===== src/rtl/rcv_sampler.sv =====
// rcv_sampler: UART receive front end that oversamples RxD, strobes each bit centre and buffers the byte.
module rcv_sampler #(
  parameter int OVERSAMPLE = 16,
  parameter bit ODD_PARITY = 1'b0
) (
  input  logic       Clock,
  input  logic       Reset,
  input  logic       BaudX16,
  input  logic       RxD,
  input  logic       RD,
  output logic       StartDetect,
  output logic       BitTick,
  output logic [7:0] Dout,
  output logic       RxRDY,
  output logic       ParityErr,
  output logic       FrameErr,
  output logic       Overrun
);
  localparam int CW = $clog2(OVERSAMPLE);
  typedef enum logic [2:0] {HUNT, START, DATA, PARITY, STOP} state_t;
  state_t state, state_n;
  logic [CW-1:0] scnt, scnt_n;
  logic [2:0] bitcnt, bitcnt_n;
  logic [7:0] shreg, shreg_n;
  logic rx_m, rx_s, prev, perr, perr_n, start_n, tick_n, load, mid;
  assign mid = scnt == CW'(OVERSAMPLE - 1);
  always_ff @(posedge Clock or posedge Reset)
    if (Reset) begin
      rx_m <= 1'b1;
      rx_s <= 1'b1;
    end else begin
      rx_m <= RxD;
      rx_s <= rx_m;
    end
  always_ff @(posedge Clock or posedge Reset)
    if (Reset) begin
      state       <= HUNT;
      scnt        <= '0;
      bitcnt      <= '0;
      shreg       <= '0;
      perr        <= 1'b0;
      prev        <= 1'b1;
      StartDetect <= 1'b0;
      BitTick     <= 1'b0;
    end else begin
      state       <= state_n;
      scnt        <= scnt_n;
      bitcnt      <= bitcnt_n;
      shreg       <= shreg_n;
      perr        <= perr_n;
      prev        <= BaudX16 ? rx_s : prev;
      StartDetect <= start_n;
      BitTick     <= tick_n;
    end
  // every transition is gated by the oversampling strobe; idle cycles hold all state
  always_comb begin
    state_n  = state;
    scnt_n   = scnt;
    bitcnt_n = bitcnt;
    shreg_n  = shreg;
    perr_n   = perr;
    start_n  = 1'b0;
    tick_n   = 1'b0;
    load     = 1'b0;
    if (BaudX16)
      case (state)
        HUNT: if (prev && !rx_s) begin
          state_n = START;
          scnt_n  = '0;
        end
        START: if (scnt == CW'(OVERSAMPLE / 2 - 1)) begin
          state_n  = rx_s ? HUNT : DATA;
          start_n  = !rx_s;
          scnt_n   = '0;
          bitcnt_n = '0;
        end else scnt_n = scnt + 1'b1;
        DATA: begin
          scnt_n = scnt + 1'b1;
          if (mid) begin
            tick_n   = 1'b1;
            shreg_n  = {rx_s, shreg[7:1]};
            bitcnt_n = bitcnt + 1'b1;
            state_n  = bitcnt == 3'd7 ? PARITY : DATA;
          end
        end
        PARITY: begin
          scnt_n = scnt + 1'b1;
          if (mid) begin
            tick_n  = 1'b1;
            perr_n  = (^shreg ^ rx_s) != ODD_PARITY;
            state_n = STOP;
          end
        end
        STOP: begin
          scnt_n = scnt + 1'b1;
          if (mid) begin
            tick_n  = 1'b1;
            load    = 1'b1;
            state_n = HUNT;
          end
        end
        default: state_n = HUNT;
      endcase
  end
  // a load in the same cycle as RD wins: the read took the old byte, so no overrun
  always_ff @(posedge Clock or posedge Reset)
    if (Reset) begin
      Dout      <= '0;
      RxRDY     <= 1'b0;
      ParityErr <= 1'b0;
      FrameErr  <= 1'b0;
      Overrun   <= 1'b0;
    end else if (load) begin
      Dout      <= shreg;
      ParityErr <= perr;
      FrameErr  <= ~rx_s;
      RxRDY     <= 1'b1;
      Overrun   <= RxRDY & ~RD;
    end else if (RD) begin
      RxRDY   <= 1'b0;
      Overrun <= 1'b0;
    end
endmodule


===== config.mk =====
export PLATFORM = sky130hd
export DESIGN_NAME = rcv_sampler
export DESIGN_NICKNAME = d
export VERILOG_FILES = /design/src/rtl/rcv_sampler.sv
export SDC_FILE = /design/constraint.sdc
export NUM_CORES = 1
export LEC_CHECK = 0
export CAP_MARGIN = 20
export CORE_UTILIZATION = 50
export CTS_CLUSTER_DIAMETER = 120
export DETAILED_ROUTE_END_ITERATION = 16
export PLACE_DENSITY = 0.72
export REMOVE_ABC_BUFFERS = 1
export SYNTH_ARGS = -nofsm -noshare
export SYNTH_HDL_FRONTEND = slang
export SYNTH_SLANG_ARGS = --single-unit

===== constraint.sdc =====
create_clock -name Clock -period 2.7 [get_ports Clock]
set_input_delay 0.54 -clock Clock [delete_from_list [all_inputs] [get_ports Clock]]
set_output_delay 0.54 -clock Clock [all_outputs]
set_load 0.05 [all_outputs]

==> metrics.md <==
| Metric | Value |
|---|---|
| Sort of element at the start of the critical path | `register` |
| Most instantiated library cell after synthesis | `sky130_fd_sc_hd__dfrtp_1` |
| Maximum level of the CTS H-tree | `2` |
| Dominant combinational cell family by area after synthesis | `multiplexers` |
| Per-cell via count in the routed design | `5.64` |
| Placement-stage cell area | `0.00190 mm^2` |
| Source-to-sink clock delay at the later pin of the worst-skew pair | `0.34 ns` |
| Overall Global Routing Usage | `0.209` |
| Rel. slew slack | `0.582` |
| CTS clock-pin slew for the worst setup and hold paths | `0.11 ns` |
| Internal cell power | `863 uW` |
| Proportion of power drawn by flip-flops and latches | `0.547` |
| Non-Filler Cell Area, Final | `0.00197 mm^2` |
| Global-route wire length before repair | `5380 um` |
| Worst reg2reg endpoint | `scnt[3]$_DFFE_PP0P_` |
| Leading cell types by total area after synthesis | `sky130_fd_sc_hd__dfrtp_1 (49%), sky130_fd_sc_hd__mux2_2 (14%), sky130_fd_sc_hd__dfstp_2 (4.7%), sky130_fd_sc_hd__xnor2_1 (2.6%), sky130_fd_sc_hd__ha_1 (2.2%)` |
| Pin count of the biggest net entering global routing | `37` |
| Largest stage delay on the critical path | `0.81 ns` |
| Dpl hpwl | `2090 um` |
| Mean instance size in the synthesized netlist | `12.2 um^2` |
| Source of the worst register-to-register timing path | `scnt[0]$_DFFE_PP0P_` |
| Ant. Diodes | `0` |
| Share of final-layout standard cells stronger than drive strength 1 | `0.236` |
| Signal arrival time at the worst endpoint | `1.54 ns` |
| Clock tree sinks | `36` |
| Logic pwr share | `0.201` |
| Result of the run | `finished, final reports clean` |
| Resized cells post-CTS | `0` |
| Final wirelength | `3070 um` |
| Wire length the detailed router placed on met1 | `1360 um` |
| Port buffer count | `18` |
| Grt total ovfl | `0` |
| Unrepaired setup endpoints after global routing | `no` |
| Net total in the final layout | `168` |
| Total via count after detailed routing | `1157` |
| Area share of the largest cell type after synthesis | `0.490` |
| Flops & latches, synth | `36` |
| Number of max-slew violations in the final report | `0` |
| Number of synthesized flops with an enable pin | `0` |
| Data required time of the critical path | `2.16 ns` |
| Crit path max-delay family | `buffers and inverters` |
| Maximum resistive drop on vdd | `374 uV` |
| Worst-case register-to-register setup slack | `0.73 ns` |
| Seq/Total Area, Yosys | `0.536` |
| Type of element capturing the critical path | `primary output` |
| Post-Synth Adder-Cell Area | `0.0282` |
| Setup violations, final | `0` |
| Most common flop cell mapped by yosys | `sky130_fd_sc_hd__dfrtp_1` |
| Residual DRC | `0` |
| Initial cell density of the core | `0.539` |
| Number of cells in the design after placement | `197` |
| Synthesized-area fraction occupied by xor and xnor cells | `0.0445` |
| DIE AREA | `0.00361 mm^2` |
| Cell-by-cell trace of the critical path | `clkdlybuf4s50_1` |
| Uppermost routed layer | `met4` |
| Vertical extent of the die | `60.1 um` |
| Number of buffer and inverter stages on the critical path | `1` |
| Final Hold Vio Count | `0` |
| Tightest Pin Transition | `0.625 ns` |
| Number of fillers in the final layout | `249` |
| Number of violations reported at the end of detailed-routing iteration 0 | `48` |
| Setup clock skew after layout | `0.00756 ns` |
| Root buffer cell | `sky130_fd_sc_hd__clkbuf_4` |
| Standard cell with the maximum stage delay on the critical path | `sky130_fd_sc_hd__clkdlybuf4s50_1` |
| Final ANT Viol Nets | `0` |
| Top-Level Pins | `19` |
| Via count of the first global-routing pass | `1134` |
| # Post-CTS Setup Buffers | `0` |
| Cell Rows | `20` |
| CTS tree | `yes` |
| Switching share of power | `0.316` |
| Amount of wire on met2 after detailed routing | `1540 um` |
| Maximum operating frequency | `481 MHz` |
| Worst Hold Class | `reg2reg` |
| Fin crit share | `0.770` |
| Launch point of the worst path | `RxRDY$_DFFE_PP0P_` |
| Count of hold buffers inserted by post-cts repair | `0` |
| Width of the chip | `60.1 um` |
| Synth Warn # | `0` |
| Share of power burned in the clock network | `0.251` |
| Sum Neg Setup Slack | `0 ns` |
| Initial antenna violation count | `0` |
| Final weighted congestion of routability-driven global placement | `0.788` |
| Clock tree buffer depth | `2` |
| Number of instances in the synthesized netlist | `138` |
| Count of TritonRoute iterations in the first routing pass | `4` |
| Type of the worst setup path | `reg2out` |
| Max-cap violations | `0` |
| Per-cell routed wire length | `15.0 um` |
| Power per cell area | `641 mW/mm^2` |
| P_leak | `0.000907 uW` |
| Number of logic stages on the critical path including buffering | `1` |
| Reg2Reg Depth | `5` |
| Post-Synthesis Cell Area | `0.00169 mm^2` |
| Dominant cell type by area after synthesis | `sky130_fd_sc_hd__dfrtp_1` |
| Clock buffer count from CTS | `5` |
| Synth Area in Compound Gates | `0.100` |
| Last element of the critical path | `RxRDY` |
| Core outline area | `0.00313 mm^2` |
| Distinct cells, synth | `41` |
| Min cycle time layout | `2.08 ns` |
| NetSw | `398 uW` |
| Share of synthesized flip-flops with an asynchronous set or reset | `1.00` |
| Synthesized-area fraction occupied by and/or/nand/nor cells | `0.100` |
| Area growth syn-to-layout | `16.5%` |
| Multiplexer share of the synthesized area | `0.146` |
| Maximum net fanout on the critical path | `3` |
| Met3 WL post-DR | `140 um` |
| Final Instance Count excl. Fillers | `205` |
| Most frequent cells after synthesis | `sky130_fd_sc_hd__dfrtp_1 (33), sky130_fd_sc_hd__mux2_2 (21), sky130_fd_sc_hd__inv_1 (8), sky130_fd_sc_hd__o21ai_0 (7)` |
## cells by family (layout without fill, tap and decap cells)
logic type / after synthesis / after routing
multiplexers: 22 / 22
adder cells (fa/ha/maj): 4 / 4
flip-flops: 36 / 36
AO/OA/AOI/OAI: 23 / 23
AND/OR/NAND/NOR: 32 / 32
XOR/XNOR: 7 / 7
buffers and inverters: 14 / 37
## power groups by stage
stage | Combinational (uW) | Clock [uW] | Sequential (uW)
after floorplan | 200 | 0 | 675
after global placement | 240 | 0 | 692
after detailed placement | 252 | 0 | 697
after CTS | 254 | 324 | 687
after global routing | 285 | 346 | 708
final | 254 | 317 | 690
## how the worst min path moves through the flow
stage               slack (ns)           start  cells past startpoint              to
floorplan                 0.35  rx_m$_DFF_PP1_                      0  rx_s$_DFF_PP1_
global placement          0.35  rx_m$_DFF_PP1_                      0  rx_s$_DFF_PP1_
detailed placement        0.35  rx_m$_DFF_PP1_                      0  rx_s$_DFF_PP1_
CTS                       0.37  rx_m$_DFF_PP1_                      0  rx_s$_DFF_PP1_
global route              0.38  rx_m$_DFF_PP1_                      0  rx_s$_DFF_PP1_
finish                    0.36  rx_m$_DFF_PP1_                      0  rx_s$_DFF_PP1_
## through the flow
| step | hold slack, ns | worst slack, ns | util | total power (uW) |
|---|---|---|---|---|
| 2_1_floorplan | 0.345 | 0.759 | - | 876 |
| 3_5_place_dp | 0.349 | 0.425 | 0.607 | 950 |
| 5_1_grt | 0.376 | 0.569 | 0.628 | 1340 |
| 4_1_cts | 0.365 | 0.603 | 0.628 | 1270 |
| 6_report | 0.364 | 0.621 | 0.628 | 1260 |
| 3_3_place_gp | 0.346 | 0.458 | 0.607 | 932 |
## cell type report
| class | instances | area, um^2 | share of cell area |
|---|---|---|---|
| sequential | 36 | 905 | 0.460 |
| multi-input combinational | 88 | 707 | 0.360 |
| timing repair buffer | 21 | 203 | 0.103 |
| tap | 44 | 55.1 | 0.0280 |
| clock buffer | 6 | 51.3 | 0.0261 |
| inverter | 8 | 30.0 | 0.0153 |
| clock inverter | 2 | 15.0 | 0.00764 |
## sequential cells by signal, summed over array words and instances (netlist names), 3 cells and up
| signal | cells |
|---|---|
| bitcnt | 3 |
| state | 3 |
| Dout | 8 |
| scnt | 4 |
| shreg | 8 |
## placed cells by master (no fill, tap or decap), drive strengths merged, types with 5 or more instances in the layout
cell type	Yosys	layout
clkbuf	0	6
clkdlybuf4s50	0	18
dfrtp	33	33
inv	8	8
mux2	21	21
nand2	6	6
nand3	6	6
nor2	6	6
o21ai	7	7
xnor2	5	5
## routing by layer
metal | vias to the layer above | global-route usage
li1 | 536 | -
met4 | 0 | 0.0897
met5 | - | 0
met1 | 585 | 0.264
met3 | 4 | 0.0563
met2 | 32 | 0.337
Power figures use the tool's default switching activity.
